==> src/rtl/ifetch_dmem_arbiter.sv <==
// ---------------------------------------------------------------------------
// ifetch_dmem_arbiter
//
// Shares one single-port unified memory bus between instruction fetch (IF)
// and the MEM stage of the 5-stage pipeline. Each pipeline step runs the
// data access first, because MEM holds the older instruction, and the fetch
// second. A global stall freezes every pipeline register until both accesses
// are finished. The pipeline is then released for exactly one cycle.
//
// A watchdog abandons a bus transaction that never sees bus_ready, so a hung
// bus cannot deadlock the core. The abandon result depends on the access:
//   - fetch: returns a NOP (0)
//   - load:  returns 0
//   - store: dropped
// Any abandon sets the sticky bus_err flag.
//
// Ports
//   clk, reset       clock, asynchronous active-low reset
//   if_req, if_addr  fetch request for this step and its PC
//   mem_rd, mem_wr   MEM-stage load / store; both set is treated as a store
//   mem_addr         data address
//   mem_wdata        store data
//   stall            1 = all pipeline registers hold this cycle
//   instr, rdata     registered fetch / load results
//   bus_req, bus_we  bus transaction active / write transaction
//   bus_addr         bus address (0 when idle)
//   bus_wdata        bus write data (0 when idle)
//   bus_rdata        bus read data, valid with bus_ready
//   bus_ready        current transaction completes this cycle
//   bus_err          sticky: a watchdog timeout has occurred
// ---------------------------------------------------------------------------
// state | meaning
// IDLE  | no bus activity; decides what the current step still needs
// DATA  | load/store transaction on the bus
// FETCH | instruction fetch transaction on the bus
// ---------------------------------------------------------------------------
module ifetch_dmem_arbiter #(
  parameter int data_size = 32,
  parameter int TIMEOUT   = 1023
) (
  input  logic                 clk,
  input  logic                 reset,
  input  logic                 if_req,
  input  logic [data_size-1:0] if_addr,
  input  logic                 mem_rd,
  input  logic                 mem_wr,
  input  logic [data_size-1:0] mem_addr,
  input  logic [data_size-1:0] mem_wdata,
  output logic                 stall,
  output logic [data_size-1:0] instr,
  output logic [data_size-1:0] rdata,
  output logic                 bus_req,
  output logic                 bus_we,
  output logic [data_size-1:0] bus_addr,
  output logic [data_size-1:0] bus_wdata,
  input  logic [data_size-1:0] bus_rdata,
  input  logic                 bus_ready,
  output logic                 bus_err
);

  typedef enum logic [1:0] {
    IDLE  = 2'd0,
    DATA  = 2'd1,
    FETCH = 2'd2
  } state_t;

  localparam logic [15:0] TIMEOUT_CNT = 16'(TIMEOUT);

  state_t      state;
  logic        d_done;
  logic        f_done;
  logic [15:0] wd_cnt;

  logic need_d;
  logic need_f;
  logic is_read;
  logic pend_d;
  logic pend_f;
  logic on_bus;
  logic timeout;
  logic finish;

  assign need_d  = mem_rd | mem_wr;
  assign need_f  = if_req;
  // A simultaneous load and store behaves as a store; rdata is left alone.
  assign is_read = mem_rd & ~mem_wr;
  assign pend_d  = need_d & ~d_done;
  assign pend_f  = need_f & ~f_done;

  assign on_bus  = (state == DATA) || (state == FETCH);
  // The timeout cycle still accepts bus_ready: a late ready beats the watchdog.
  assign timeout = on_bus && (wd_cnt == TIMEOUT_CNT);
  assign finish  = bus_ready | timeout;

  // Bus and stall decode. The bus outputs follow the state register, so they
  // drop the moment reset is asserted.
  always_comb begin
    bus_req   = 1'b0;
    bus_we    = 1'b0;
    bus_addr  = '0;
    bus_wdata = '0;
    stall     = pend_d | pend_f;
    case (state)
      DATA: begin
        bus_req   = 1'b1;
        bus_we    = mem_wr;
        bus_addr  = mem_addr;
        bus_wdata = mem_wdata;
        stall     = 1'b1;
      end
      FETCH: begin
        bus_req   = 1'b1;
        bus_addr  = if_addr;
        stall     = 1'b1;
      end
      default: ;
    endcase
  end

  always_ff @(posedge clk or negedge reset) begin
    if (!reset) begin
      state   <= IDLE;
      d_done  <= 1'b0;
      f_done  <= 1'b0;
      wd_cnt  <= '0;
      instr   <= '0;
      rdata   <= '0;
      bus_err <= 1'b0;
    end else begin
      case (state)
        IDLE: begin
          // With stall low the pipeline advances on this edge, so a new
          // step starts with both flags clear.
          if (!stall) begin
            d_done <= 1'b0;
            f_done <= 1'b0;
          end
          if (pend_d) begin
            state  <= DATA;
            wd_cnt <= '0;
          end else if (pend_f) begin
            state  <= FETCH;
            wd_cnt <= '0;
          end
        end

        DATA: begin
          if (finish) begin
            if (bus_ready) begin
              if (is_read) rdata <= bus_rdata;
            end else begin
              // Abandoned: a load reads as 0 and a store is simply dropped.
              if (is_read) rdata <= '0;
              bus_err <= 1'b1;
            end
            d_done <= 1'b1;
            wd_cnt <= '0;
            state  <= pend_f ? FETCH : IDLE;
          end else begin
            wd_cnt <= wd_cnt + 16'd1;
          end
        end

        FETCH: begin
          if (finish) begin
            if (bus_ready) begin
              instr <= bus_rdata;
            end else begin
              // Abandoned fetch turns into a NOP (sll $0,$0,0).
              instr   <= '0;
              bus_err <= 1'b1;
            end
            f_done <= 1'b1;
            wd_cnt <= '0;
            state  <= IDLE;
          end else begin
            wd_cnt <= wd_cnt + 16'd1;
          end
        end

        default: state <= IDLE;
      endcase
    end
  end

endmodule

==> config.mk <==
export PLATFORM = sky130hd
export DESIGN_NAME = ifetch_dmem_arbiter
export DESIGN_NICKNAME = d
export VERILOG_FILES = /design/src/rtl/ifetch_dmem_arbiter.sv
export SDC_FILE = /design/constraint.sdc
export NUM_CORES = 1
export LEC_CHECK = 0
export BUFFER_PORTS_ARGS = -buffer_cell sky130_fd_sc_hd__buf_2
export CAP_MARGIN = 10
export CORE_MARGIN = 4
export CORE_UTILIZATION = 40
export DETAILED_ROUTE_END_ITERATION = 16
export PLACE_DENSITY = 0.82
export SYNTH_ARGS = -nofsm -noshare
export SYNTH_HDL_FRONTEND = slang
export SYNTH_SLANG_ARGS = --single-unit
==> constraint.sdc <==
create_clock -name clk -period 3.7 [get_ports clk]
set_clock_uncertainty 0.2 [all_clocks]
set_input_delay 0.74 -clock clk [delete_from_list [all_inputs] [get_ports clk]]
set_output_delay 0.74 -clock clk [all_outputs]
set_load 0.01 [all_outputs]
### Word level (Yosys, flattened, before mapping)

Cells that the tools add are included.
W data, S select, Z words.

* RAM bits: 0
* logic and storage cells: 62
* memories: 0
* bits in latches: 0
* ROM bits: 0
* bits in registers: 85
* bits of input ports: 134

* bitwise gates (word level): 10
* reduce and logical (&&, ||, !) cells: 14
* multiplexer cells: 23
* equality and inequality tests: 7
* $add $sub $neg: 1
* shift-type cells: 0
* div/mod/pow operators: 0
* magnitude comparators: 0
* $mul: 0

Operators with widths (count)
* $mux W32: 5
* $pmux W32 S2: 1
* $mux W16: 3
* $pmux W16 S2: 1
* $add A16 B1 Y16 const B: 1
* $eq A16 B10 Y1 const B: 1
* $reduce_and A3 Y1: 5
* $mux W2: 5
* $ne A2 B2 Y1 const B: 3
* $pmux W2 S3: 1
* $reduce_bool A2 Y1: 3
* $mux W1: 5
* $not A1 Y1: 4
* $pmux W1 S2: 2
* $reduce_and A2 Y1: 2
* $and A1 B1 Y1: 3
* $ne A3 B3 Y1 const B: 1
* $or A1 B1 Y1: 3
* $eq A2 B1 Y1 const B: 1
* $eq A2 B2 Y1 const B: 1
* $logic_not A2 Y1: 1
* $reduce_or A2 Y1: 1
* $logic_and A1 B1 Y1: 1
* $logic_or A1 B1 Y1: 1

### Logic depth before layout (Yosys ltp)

Gate-level depths: netlist (run 1).

* depth after elaboration: 6
* mapped depth: 10
* gate-level depth less buffers: 7

### Least setup slack after synthesis (run 1)

No wires, ideal clock.

* path type: register to register
* from: register state[0]
* to: register rdata[10]
* data required time: 3378 ps
* arrival: 2517 ps
* path buffers: 3
* library setup time: 122 ps
* path slack: 861 ps
* cell stages (with the launch flop): 11
* cell sequence: dfrtp_1 -> inv_1 -> ha_1 -> buf_2 -> or4b_1 -> nor4_4 -> or2_0 -> buf_2 -> nand2_4 -> buf_6 -> a32o_1

* cells in the longest elaborated chain, start to end: 5

RTL lines
* from (decl): line 69 `state_t state;`
* from (signal assigned): line 158 `state <= pend_f ? FETCH : IDLE;`
* $eq A2 B1 Y1 / $eq A2 B2 Y1 (equally long branches): line 90, 130
* $logic_or A1 B1 Y1: line 90 `assign on_bus = (state == DATA) || (state == FETCH);`
* $logic_and A1 B1 Y1: line 92 `assign timeout = on_bus && (wd_cnt == TIMEOUT_CNT);`
* $or A1 B1 Y1: line 93 `assign finish = bus_ready | timeout;`
* $reduce_and A3 Y1 (no line) *
* to (signal assigned): line 150 `if (is_read) rdata <= bus_rdata;`
* to (decl): line 51 `output logic [data_size-1:0] rdata,`

Mark *: on every way between the ends. The rest lies on a longest branch, timed or not.
A chain may end at the register's enable or synchronous reset.

### Worst setup path after layout (run 1)

* from: register wd_cnt[1]
* to: register rdata[17]

* cells in the longest elaborated chain, start to end: 4

RTL lines
* from (decl): line 72 `logic [15:0] wd_cnt;`
* from (signal assigned): line 160 `wd_cnt <= wd_cnt + 16'd1;`
* from (signal assigned): line 177 `wd_cnt <= wd_cnt + 16'd1;`
* $eq A16 B10 Y1: line 92
* $logic_and A1 B1 Y1: line 92
* $or A1 B1 Y1: line 93
* $reduce_and A3 Y1 (no line)

No other way between the ends.

==> results.rst, run 1 <==
.. list-table::
   :header-rows: 1

   * - Metric
     - Value
   * - Run status
     - completed
   * - Count of cells along the worst hold path
     - 1
   * - RSZ-0062 raised after global routing
     - no
   * - Worst-Margin Slew
     - 1.04 ns
   * - Arrival time reported for the critical path endpoint
     - 3.18 ns
   * - Clock period minus worst slack
     - 3.15 ns
   * - Setup TNS
     - 0 ns
   * - Crit Path Category
     - register to register
   * - Synthesis warning total
     - 0
   * - Proportion of synthesized flip-flops having asynchronous set or reset
     - 100%
   * - Top-Level Pins
     - 266
   * - First-pass detailed-route iteration total
     - 5
   * - Via count
     - 4,456
   * - Count of nets left with antenna violations after detail routing
     - 0
   * - Number of global-route vias before repair
     - 4,469
   * - Global routing usage on met2
     - between 40% and 50%
   * - Final Wtd Congestion
     - 0.966
   * - Number of synthesized register bits
     - 85
   * - Number of maximum-capacitance violations
     - 0
   * - Nets in the synthesized netlist
     - 540
   * - Final #Nets
     - 786
   * - HPWL after detailed placement
     - roughly 12 mm
   * - Max transition margin
     - between 30% and 40%
   * - Row count
     - 37
   * - First DRT Iteration DRCs
     - 444
   * - Reg-to-reg startpoint
     - wd_cnt[1]
   * - Multi-input gate area in the final layout
     - 0.00199 mm2
   * - GR Util met1
     - roughly 27%
   * - Critical register-to-register path endpoint
     - rdata[17]
   * - Data required time of the worst path
     - around 3.7 ns
   * - Count of port buffers added during placement
     - around 270
   * - Maximum ir drop on the vdd rail
     - approximately 0.42 mV
   * - Remaining design rule violation count
     - 0
   * - Die Area
     - 0.0126 mm2
   * - Total of fill cells in the finished design
     - 965
   * - Achievable clock frequency
     - 317 MHz
   * - Fraction of the yosys area taken by sequential cells
     - 49.0%
   * - Clk Latency, worst-skew pair
     - 0.34 ns
   * - Endpoint of the worst hold path
     - instr[3]
   * - Top library cells by usage in the layout, fill and taps aside
     - buf_2, dfrtp_1, a32o_1
   * - Final Max Slew Viols
     - 0
   * - Initial core utilization
     - 41.5%
   * - TritonCTS clock tree
     - yes
   * - Post-Place Setup Slack
     - 0.569 ns
   * - Fraction of final layout cells sized beyond drive strength 1
     - 45.7%
   * - Y dimension of the die
     - 112 um
   * - CP Max Fanout
     - 32
   * - Growth of design area from synthesis to finish
     - 36.5%
   * - Kind of start point of the critical path
     - register
   * - Setup repair bufs after CTS
     - 0
   * - Overall overflow remaining after global route
     - 0
   * - Busiest grt layer
     - met2
   * - Core Box Area
     - between 0.01 and 0.015 mm2
   * - First-pass GRT wire length
     - 23.7 mm
   * - Final setup violation count
     - 0
   * - PwrDens
     - 774 mW/mm2
   * - Worst-case clock buffer depth
     - 2
   * - Endpoint class of the critical path
     - register
   * - Sequential cell area
     - 0.00213 mm2
   * - Syn Inst Count
     - 402
   * - Pin count of the biggest net entering global routing
     - 86
   * - Commonest non-fill, non-tap cell in the layout
     - buf_2
   * - Clk sink count
     - 85
   * - Total Routed Length
     - 15.3 mm
   * - Final hold violation count
     - 0
   * - Die Wd
     - 112 um
   * - Detailed-route wire length per cell
     - about 19 um
   * - Number of gates resized after CTS
     - 0
   * - Most used DFF post-synth
     - dfrtp_1
   * - PnR worst setup slack
     - 0.545 ns
   * - Clock transition at the registers of the reported paths
     - 0.09 ns
   * - Post-route fraction of the period consumed by the critical path
     - 85.3%
   * - Overall track demand over capacity in global routing
     - 23.3%
   * - CTS Root Buffer Type
     - clkbuf_8
   * - Cts bufs inserted
     - 9
   * - Syn avg cell area
     - 10.8 um2
   * - Met3 track demand over resource
     - under 10%
   * - Avg Vias per Cell
     - 5.62
   * - Worst R2R Setup Slack
     - 0.55 ns
   * - Launch instance of the worst min-delay path
     - instr[3]
   * - Static leakage
     - 3.02 nW
   * - Summed instance area of the synthesized netlist
     - 0.00434 mm2
   * - Number of enable flip-flop cells after synthesis
     - 0
   * - Unique cell type count in the Yosys netlist
     - 42
   * - Worst Reg2Reg Path Length in Cells
     - 6
   * - Cts hold-fix bufs
     - 0
   * - Hold WC Path Type
     - register to register
   * - Htree depth
     - 3
   * - Antenna violations before repair
     - 5
## metal layers
metal	up-vias	share of wire [%]	wire [um]
li1	2035	-	-
met1	2171	37	5640
met2	234	54	8330
met3	16	7.8	1190
met4	0	1.1	176
met5	-	0	0
## registers in the layout, indices dropped and copies added, names as in the netlist
register  count
bus_err       1
wd_cnt       16
instr        32
state         2
rdata        32
d_done        1
f_done        1
## how the worst max path moves through the flow
stage / slack [ns] / to / from / cells past startpoint
global route: 0.38 / bus_addr[5] / state[1] / 6
detailed placement: 0.57 / rdata[17] / state[0] / 7
global placement: 0.67 / rdata[21] / state[0] / 7
floorplan: 0.86 / rdata[10] / state[0] / 10
finish: 0.55 / rdata[17] / wd_cnt[1] / 6
CTS: 0.55 / rdata[17] / wd_cnt[0] / 6
## where the power goes
group	total, W	switching [W]	internal [W]
combinational	0.00244	0.00135	0.00109
clock	0.000651	0.000335	0.000315
sequential	0.00149	0.000210	0.00128
total	0.00458	0.00189	0.00269
## cell families (layout without fill, tap and decap cells)
kind of cell | Yosys count | count (layout) | share of synthesized area (%)
AO/OA/AOI/OAI | 140 | 140 | 27.0
other | 0 | 5 | 0
AND/OR/NAND/NOR | 123 | 123 | 16.8
flip-flops | 85 | 85 | 49.0
multiplexers | 3 | 3 | 0.721
adder cells (fa/ha/maj) | 4 | 4 | 1.15
buffers and inverters | 47 | 297 | 5.36
## stage by stage
| stage | power, W | std cells | utilization, % | instance area (um2) | hold slack [ns] |
|---|---|---|---|---|---|
| 2_1_floorplan | 0.00296 | 402 | - | 4340 | 0.244 |
| 3_3_place_gp | 0.00388 | 773 | 54.6 | 5710 | 0.265 |
| 3_5_place_dp | 0.00396 | 773 | 54.6 | 5710 | 0.274 |
| 4_1_cts | 0.00462 | 788 | 56.5 | 5910 | 0.294 |
| 5_1_grt | 0.00492 | 793 | 56.6 | 5920 | 0.318 |
| 6_report | 0.00458 | 793 | 56.6 | 5920 | 0.292 |
## synth_stat cells, types with 2 or more instances
library cell | n | area share (%)
mux2i_1 | 2 | 0.46
a22o_1 | 4 | 0.81
and2_1 | 33 | 4.8
buf_2 | 3 | 0.35
a32o_1 | 64 | 15
nand2_1 | 13 | 1.1
dfrtp_1 | 85 | 49
nor2b_1 | 33 | 4.8
clkbuf_1 | 27 | 2.3
nor3_1 | 10 | 1.2
ha_1 | 4 | 1.2
a31oi_1 | 2 | 0.29
a41oi_1 | 2 | 0.40
nor2_1 | 10 | 0.87
o21ai_0 | 16 | 1.8
nand3_1 | 9 | 1.0
nand2_4 | 2 | 0.52
a21oi_1 | 5 | 0.58
nand4_1 | 5 | 0.72
buf_6 | 7 | 1.8
inv_1 | 8 | 0.69
a21o_1 | 5 | 0.87
a22oi_1 | 33 | 5.7
buf_1 | 2 | 0.17
## area by class of cell
cell class,instances,share of cell area (%)
antenna,5,0.211
clock buffer,9,2.09
clock inverter,6,1.23
inverter,8,0.507
multi-input combinational,270,33.6
sequential,85,35.9
tap,136,2.87
timing repair buffer,274,23.6
## worst max-delay path, cell delays in order (launching register included)
cell	delay [ns]
dfrtp_1	0.39
ha_1	0.25
or4b_2	0.65
nor4_4	0.42
or2_0	0.46
nand2_4	0.33
a32o_1	0.32
Power figures use the tool's default switching activity.
==> run 2, diff against run 1 <==
PLACE_DENSITY = 0.85   (was 0.82)
==> run 2 against run 1 <==
- combinational power hardly changed
- maximum frequency is 3.4% lower
- final cell count is 0.50% lower
- clock-buffer cell count is 1 higher
- die area stayed put
- clock power is 0.6% higher
- setup slack worse by 0.11 ns
- critical endpoint is now rdata[16]
==> results.rst, run 2 (synthesis gave the netlist of run 1 again) <==
.. list-table::
   :header-rows: 1

   * - Metric
     - Value
   * - Run status
     - completed
   * - Slowest stage cell, crit path
     - nor4_4
   * - Overall overflow remaining after global route
     - 0 (unchanged)
   * - Max transition margin
     - 29.9% (-0.72 points)
   * - Crit Path Category
     - register to register
   * - Cell Int Power
     - 0.00270 W (+0.42%)
   * - TritonCTS clock tree
     - yes
   * - Achievable clock frequency
     - 306 MHz (-3.4%)
   * - Avg Vias per Cell
     - 5.57 (-0.89%)
   * - Post-route fraction of the period consumed by the critical path
     - 88.2% (+3.0 points)
   * - Endpoint class of the critical path
     - register
   * - Critical path buffer and inverter count
     - 1 (+1)
   * - Critical register-to-register path endpoint
     - rdata[16]
   * - Final setup violation count
     - 0 (unchanged)
   * - Overall track demand over capacity in global routing
     - 22.3% (-0.94 points)
   * - Core Box Area
     - 0.0105 mm2 (unchanged)
   * - Worst-path cell chain
     - inv_1, ha_1, or4b_1, nor4_4, or2_0, nand2_4, a32o_1
   * - Kind of start point of the critical path
     - register
   * - Setup repair bufs after CTS
     - 0 (unchanged)
   * - PwrDens
     - 772 mW/mm2 (-0.23%)
   * - Kind of cell adding the most delay to the critical path
     - simple AND/OR/NAND/NOR gates
   * - Arrival time reported for the critical path endpoint
     - 3.29 ns (+0.11 ns)
   * - CTS Root Buffer Type
     - clkbuf_8
   * - Top library cells by usage in the layout, fill and taps aside
     - buf_2, dfrtp_1, a32o_1
   * - Via count
     - 4,394 (-1.4%)
   * - Clock Power Share
     - 14.4% (+0.2 points)
   * - NetSw
     - 0.00186 W (-1.7%)
   * - Final std cell area, no fill
     - 0.00591 mm2 (-0.23%)
   * - Cts hold-fix bufs
     - 0 (unchanged)
   * - Cts bufs inserted
     - 9 (unchanged)
   * - Count of cells along the worst hold path
     - 1 (unchanged)
   * - Worst-case clock buffer depth
     - 2 (unchanged)
   * - Data required time of the worst path
     - 3.73 ns (about the same)
   * - HPWL after detailed placement
     - 11.1 mm (-6.7%)
   * - Pin count of the biggest net entering global routing
     - 86 (unchanged)
   * - Htree depth
     - 3 (unchanged)
   * - Clock transition at the registers of the reported paths
     - 0.09 ns (about the same)
   * - Antenna violations before repair
     - 2 (-3)
   * - Multi-input gate area in the final layout
     - 0.00199 mm2 (unchanged)
   * - First-pass GRT wire length
     - 23.0 mm (-3.2%)
   * - Maximum ir drop on the vdd rail
     - 0.417 mV (-0.13%)
   * - Top-Level Pins
     - 266 (unchanged)
   * - Die Wd
     - 112 um (unchanged)
   * - Row count
     - 37 (unchanged)
   * - First-pass detailed-route iteration total
     - 5 (unchanged)
   * - Placed cell area
     - 0.00571 mm2 (-0.13%)
   * - Clk Latency, worst-skew pair
     - 0.34 ns (about the same)
   * - Count of nets left with antenna violations after detail routing
     - 0 (unchanged)
   * - Clock period minus worst slack
     - 3.26 ns (+0.110 ns)
   * - Largest stage delay on the critical path
     - 0.52 ns (-0.13 ns)
   * - Total of fill cells in the finished design
     - 946 (-2.0%)
   * - Portion of total power attributed to combinational logic
     - 52.9% (-0.4 points)
   * - Initial core utilization
     - 41.5% (unchanged)
   * - Endpoint of the worst hold path
     - bus_err
   * - Number of gates resized after CTS
     - 0 (unchanged)
   * - CP Max Fanout
     - 32 (unchanged)
   * - Launch instance of the worst min-delay path
     - bus_err
   * - Worst Reg2Reg Path Length in Cells
     - 7 (+1)
   * - Number of global-route vias before repair
     - 4,475 (+0.13%)
   * - RSZ-0062 raised after global routing
     - no
   * - Final Wtd Congestion
     - 0.939 (-2.8%)
   * - Worst-Margin Slew
     - 1.05 ns (+0.0107 ns)
   * - Largest regs
     - instr: 32 flops, rdata: 32 flops, wd_cnt: 16 flops
   * - Static leakage
     - 3.02 nW (+0.12%)
   * - Final #Nets
     - 785 (-0.13%)
   * - Final Max Slew Viols
     - 0 (unchanged)
   * - Commonest non-fill, non-tap cell in the layout
     - buf_2
   * - Setup TNS
     - 0 ns (unchanged)
   * - Worst R2R Setup Slack
     - 0.44 ns (-0.11 ns)
   * - Sequential share of power
     - 32.7% (+0.2 points)
   * - Hold WC Path Type
     - register to register
   * - Final hold violation count
     - 0 (unchanged)
   * - Switching portion of total power
     - 40.8% (-0.52 points)
   * - Remaining design rule violation count
     - 0 (unchanged)
   * - Detailed-route wire length per cell
     - 18.7 um (-3.2%)
   * - First DRT Iteration DRCs
     - 468 (+5.4%)
   * - Total Routed Length
     - 14.8 mm (-3.7%)
   * - Post-route total power
     - 0.00456 W (-0.47%)
   * - Count of port buffers added during placement
     - 265 (unchanged)
   * - Die Area
     - 0.0126 mm2 (unchanged)
   * - Number of maximum-capacitance violations
     - 0 (unchanged)
   * - Reg-to-reg startpoint
     - state[1]
   * - Growth of design area from synthesis to finish
     - 36.2%
   * - Sequential cell area
     - 0.00213 mm2 (unchanged)
   * - Clk sink count
     - 85 (unchanged)
   * - Y dimension of the die
     - 112 um (unchanged)
   * - Fraction of final layout cells sized beyond drive strength 1
     - 45.6% (-0.083 points)
[run 2: per-stage QoR]
stage | setup slack (ns) | util [%] | hold WS, ns | instances
6_report | 0.435 | 56.5 | 0.282 | 789
5_1_grt | 0.252 | 56.5 | 0.295 | 789
4_1_cts | 0.494 | 56.4 | 0.287 | 787
3_5_place_dp | 0.522 | 54.5 | 0.268 | 772
3_3_place_gp | 0.628 | 54.5 | 0.266 | 772
2_1_floorplan | 0.861 | - | 0.244 | 402
[run 2: how the worst max path moves through the flow]
stage,slack (ns),endpoint,from,cells after the start
2_1_floorplan,0.86,rdata[10],state[0],10
3_3_place_gp,0.63,instr[14],state[0],7
3_5_place_dp,0.52,instr[23],state[1],7
4_1_cts,0.49,rdata[14],state[1],7
5_1_grt,0.25,instr[22],state[1],7
6_report,0.44,rdata[16],state[1],7
[run 2: final cells by class]
cell class / instances / area share, %
clock buffer: 10 / 2.33
sequential: 85 / 36.0
timing repair buffer: 273 / 23.5
antenna: 2 / 0.0847
inverter: 8 / 0.508
multi-input combinational: 270 / 33.7
tap: 136 / 2.88
clock inverter: 5 / 1.02
[run 2: worst register-to-register path, stage by stage, from the launching register on]
cell	delay, ns
dfrtp_1	0.38
inv_1	0.10
ha_1	0.31
or4b_1	0.49
nor4_4	0.52
or2_0	0.46
nand2_4	0.36
a32o_1	0.34
[run 2: power groups by stage]
stage	clock [W]	combinational, W	sequential, W
global route	0.000712	0.00263	0.00154
CTS	0.000666	0.00244	0.00149
finish	0.000655	0.00242	0.00149
detailed placement	0	0.00243	0.00151
global placement	0	0.00235	0.00149
floorplan	0	0.00133	0.00163
[run 2: layer usage]
| layer | track usage, % | vias to the layer above | wire, um |
|---|---|---|---|
| li1 | - | 2030 | - |
| met5 | 0 | - | 0 |
| met3 | 3.94 | 24 | 1040 |
| met2 | 41.5 | 203 | 7760 |
| met1 | 25.7 | 2137 | 5610 |
| met4 | 7.85 | 0 | 366 |
==> run 3, diff against run 2 <==
--- a/config.mk
+++ b/config.mk
@@ -10,4 +10,6 @@
 export CORE_MARGIN = 4
 export CORE_UTILIZATION = 40
+export CTS_BUF_LIST = sky130_fd_sc_hd__clkbuf_8
+export CTS_CLUSTER_SIZE = 30
 export DETAILED_ROUTE_END_ITERATION = 16
 export PLACE_DENSITY = 0.85
==> constraint.sdc (replaced) <==
create_clock -name clk -period 3.7 [get_ports clk]
set_clock_uncertainty 0.2 [all_clocks]
set_input_delay 0.37 -clock clk [delete_from_list [all_inputs] [get_ports clk]]
set_output_delay 0.37 -clock clk [all_outputs]
set_load 0.01 [all_outputs]
==> run 3 against run 2 <==
- the run now ends with negative hold slack left
- design area is 0.11% lower
- worst hold slack worse by 0.30 ns
- highest routed layer unchanged
- sequential share of layout area hardly changed
- core utilization is 0.060 points lower
- clock-buffer cell count is 1 lower
- critical endpoint is now rdata[19]
- critical path type unchanged
==> results.rst, run 3 (synthesis gave the netlist of run 1 again) <==
.. list-table::
   :header-rows: 1

   * - Metric
     - Value
   * - Hold WC Path Type
     - primary input to asynchronous set/reset pin
   * - Number of gates resized after CTS
     - 0 (unchanged)
   * - Largest regs
     - instr: 32 flops, rdata: 32 flops, wd_cnt: 16 flops
   * - First DRT Iteration DRCs
     - 419 (-10%)
   * - CP Max Fanout
     - 32 (unchanged)
   * - PwrDens
     - 774 mW/mm2 (+0.29%)
   * - Top library cells by usage in the layout, fill and taps aside
     - buf_2, dfrtp_1, a32o_1
   * - Placed cell area
     - 0.00569 mm2 (-0.26%)
   * - Final hold violation count
     - 8 (+8)
   * - Critical register-to-register path endpoint
     - rdata[19]
   * - First-pass detailed-route iteration total
     - 5 (unchanged)
   * - CTS Root Buffer Type
     - clkbuf_8
   * - Fraction of final layout cells sized beyond drive strength 1
     - 45.5% (-0.084 points)
   * - Total Routed Length
     - 14.7 mm (-0.40%)
   * - Run status
     - finished, violations left
   * - Final Wtd Congestion
     - 0.950 (+1.2%)
   * - Clock Power Share
     - 15.0% (+0.6 points)
   * - Number of maximum-capacitance violations
     - 0 (unchanged)
   * - TritonCTS clock tree
     - yes
   * - Slowest stage cell, crit path
     - or4b_2
   * - Post-Place Setup Slack
     - 0.536 ns (+0.0138 ns)
   * - Sequential share of power
     - 32.6% (about the same)
   * - Commonest non-fill, non-tap cell in the layout
     - buf_2
   * - Setup repair bufs after CTS
     - 0 (unchanged)
   * - Worst Reg2Reg Path Length in Cells
     - 6 (-1)
   * - Max transition margin
     - 25.7% (-4.2 points)
   * - Post-route fraction of the period consumed by the critical path
     - 86.1% (-2.2 points)
   * - Endpoint of the most critical setup path
     - rdata[19]
   * - Die Wd
     - 112 um (unchanged)
   * - Kind of start point of the critical path
     - register
   * - Htree depth
     - 3 (unchanged)
   * - Growth of design area from synthesis to finish
     - 36.0%
   * - Portion of total power attributed to combinational logic
     - 52.4% (-0.5 points)
   * - Worst-case clock buffer depth
     - 2 (unchanged)
   * - Clock period minus worst slack
     - 3.18 ns (-0.0808 ns)
   * - Worst R2R Setup Slack
     - 0.52 ns (+0.08 ns)
   * - Final core area utilization
     - 56.4% (-0.060 points)
   * - Number of global-route vias before repair
     - 4,484 (+0.20%)
   * - Initial core utilization
     - 41.5% (unchanged)
   * - Final #Nets
     - 783 (-0.25%)
   * - Setup TNS
     - 0 ns (unchanged)
   * - NetSw
     - 0.00189 W (+1.7%)
   * - Static leakage
     - 3.02 nW (-0.18%)
   * - Endpoint class of the critical path
     - register
   * - Switching portion of total power
     - 41.4% (+0.62 points)
   * - Final setup violation count
     - 0 (unchanged)
   * - RSZ-0062 raised after global routing
     - no
   * - First-pass GRT wire length
     - 23.4 mm (+1.9%)
   * - Worst-Margin Slew
     - 1.11 ns (+0.0629 ns)
   * - PnR worst setup slack
     - 0.516 ns (+0.0808 ns)
   * - Maximum ir drop on the vdd rail
     - 0.421 mV (+0.90%)
   * - Critical Path Source
     - wd_cnt[0]
   * - Clk Latency, worst-skew pair
     - 0.35 ns (about the same)
   * - Clock transition at the registers of the reported paths
     - 0.09 ns (about the same)
   * - Arrival time reported for the critical path endpoint
     - 3.22 ns (-0.07 ns)
   * - Final std cell area, no fill
     - 0.00590 mm2 (-0.11%)
   * - Reg-to-reg startpoint
     - wd_cnt[0]
   * - Top-Level Pins
     - 266 (unchanged)
   * - Core Box Area
     - 0.0105 mm2 (unchanged)
   * - Overall track demand over capacity in global routing
     - 22.6% (+0.23 points)
   * - Cts bufs inserted
     - 9 (unchanged)
   * - Y dimension of the die
     - 112 um (unchanged)
   * - Number of cells after detailed placement
     - 770 (-0.26%)
   * - Worst-path cell chain
     - ha_1, or4b_2, nor4_4, or2_0, nand2_4, a32o_1
   * - Number of standard cells in the layout, taps in and fillers out
     - 788 (-0.13%)
   * - Avg Vias per Cell
     - 5.67 (+1.8%)
   * - Violations in the final reports
     - negative hold slack
   * - Count of nets left with antenna violations after detail routing
     - 0 (unchanged)
   * - Worst Hold Slack
     - -0.0188 ns (-0.301 ns)
   * - Largest stage delay on the critical path
     - 0.64 ns (+0.12 ns)
   * - HPWL after detailed placement
     - 11.0 mm (-0.94%)
   * - Count of port buffers added during placement
     - 265 (unchanged)
   * - Final Max Slew Viols
     - 0 (unchanged)
   * - Via count
     - 4,468 (+1.7%)
   * - Detailed-route wire length per cell
     - 18.7 um (-0.27%)
   * - Row count
     - 37 (unchanged)
   * - Antenna violations before repair
     - 2 (unchanged)
   * - Data required time of the worst path
     - 3.74 ns (about the same)
   * - Clk sink count
     - 85 (unchanged)
   * - Cell Int Power
     - 0.00268 W (-0.87%)
   * - Pin count of the biggest net entering global routing
     - 86 (unchanged)
   * - Cts hold-fix bufs
     - 0 (unchanged)
   * - Overall overflow remaining after global route
     - 0 (unchanged)
   * - Achievable clock frequency
     - 314 MHz (+2.5%)
   * - Remaining design rule violation count
     - 0 (unchanged)
   * - Crit Path Category
     - register to register
   * - Die Area
     - 0.0126 mm2 (unchanged)
-- run 3: changes by cell type in the layout (fill, tap and decap cells not counted) --
| cell | change |
|---|---|
| inv_8 | +2 |
| buf_4 | -2 |
| clkbuf_8 | -1 |
-- run 3: metal layers --
layer / GRT usage (%) / part of all wire (%) / vias to the layer above
met4: 8.97 / 3.0 / 0
met3: 5.34 / 8.3 / 27
li1: - / - / 2031
met2: 39.3 / 51 / 219
met1: 27.0 / 37 / 2191
met5: 0 / 0 / -
-- run 3: worst max-delay path: cells and delay by family (launching register included) --
kind / cells / cell delay, ns
adders and majority gates: 1 / 0.26
DFF: 1 / 0.39
and+or+nand+nor: 4 / 1.88
AOI/OAI and AO/OA: 1 / 0.32
-- run 3: stage by stage --
stage	hold WS [ns]	power [W]
after global routing	0.0714	0.00490
after detailed placement	0.269	0.00390
after CTS	0.0403	0.00460
after global placement	0.263	0.00381
after floorplan	-0.126	0.00296
final	-0.0188	0.00457
-- run 3: power groups by stage --
stage	combinational, W	sequential, W	clock, W
floorplan	0.00133	0.00163	0
global placement	0.00232	0.00149	0
detailed placement	0.00240	0.00150	0
CTS	0.00241	0.00149	0.000704
global route	0.00261	0.00153	0.000748
finish	0.00240	0.00149	0.000687
-- run 3: cell type report --
type	count	area (um2)
diodes	2	5.00
clock buffers	9	124
clock inverters	7	82.6
fillers	931	4560
inverters	8	30.0
multi-input cells	270	1990
flip-flops and latches	85	2130
well taps	136	170
repair buffers	271	1370
-- run 3: worst min path at each step --
| stage | from | endpoint | slack, ns |
|---|---|---|---|
| 3_3_place_gp | bus_err | bus_err | 0.26 |
| 5_1_grt | reset | rdata[29] | 0.07 |
| 4_1_cts | reset | rdata[17] | 0.04 |
| 6_report | reset | rdata[29] | -0.02 |
| 2_1_floorplan | reset | bus_err | -0.13 |
| 3_5_place_dp | bus_err | bus_err | 0.27 |
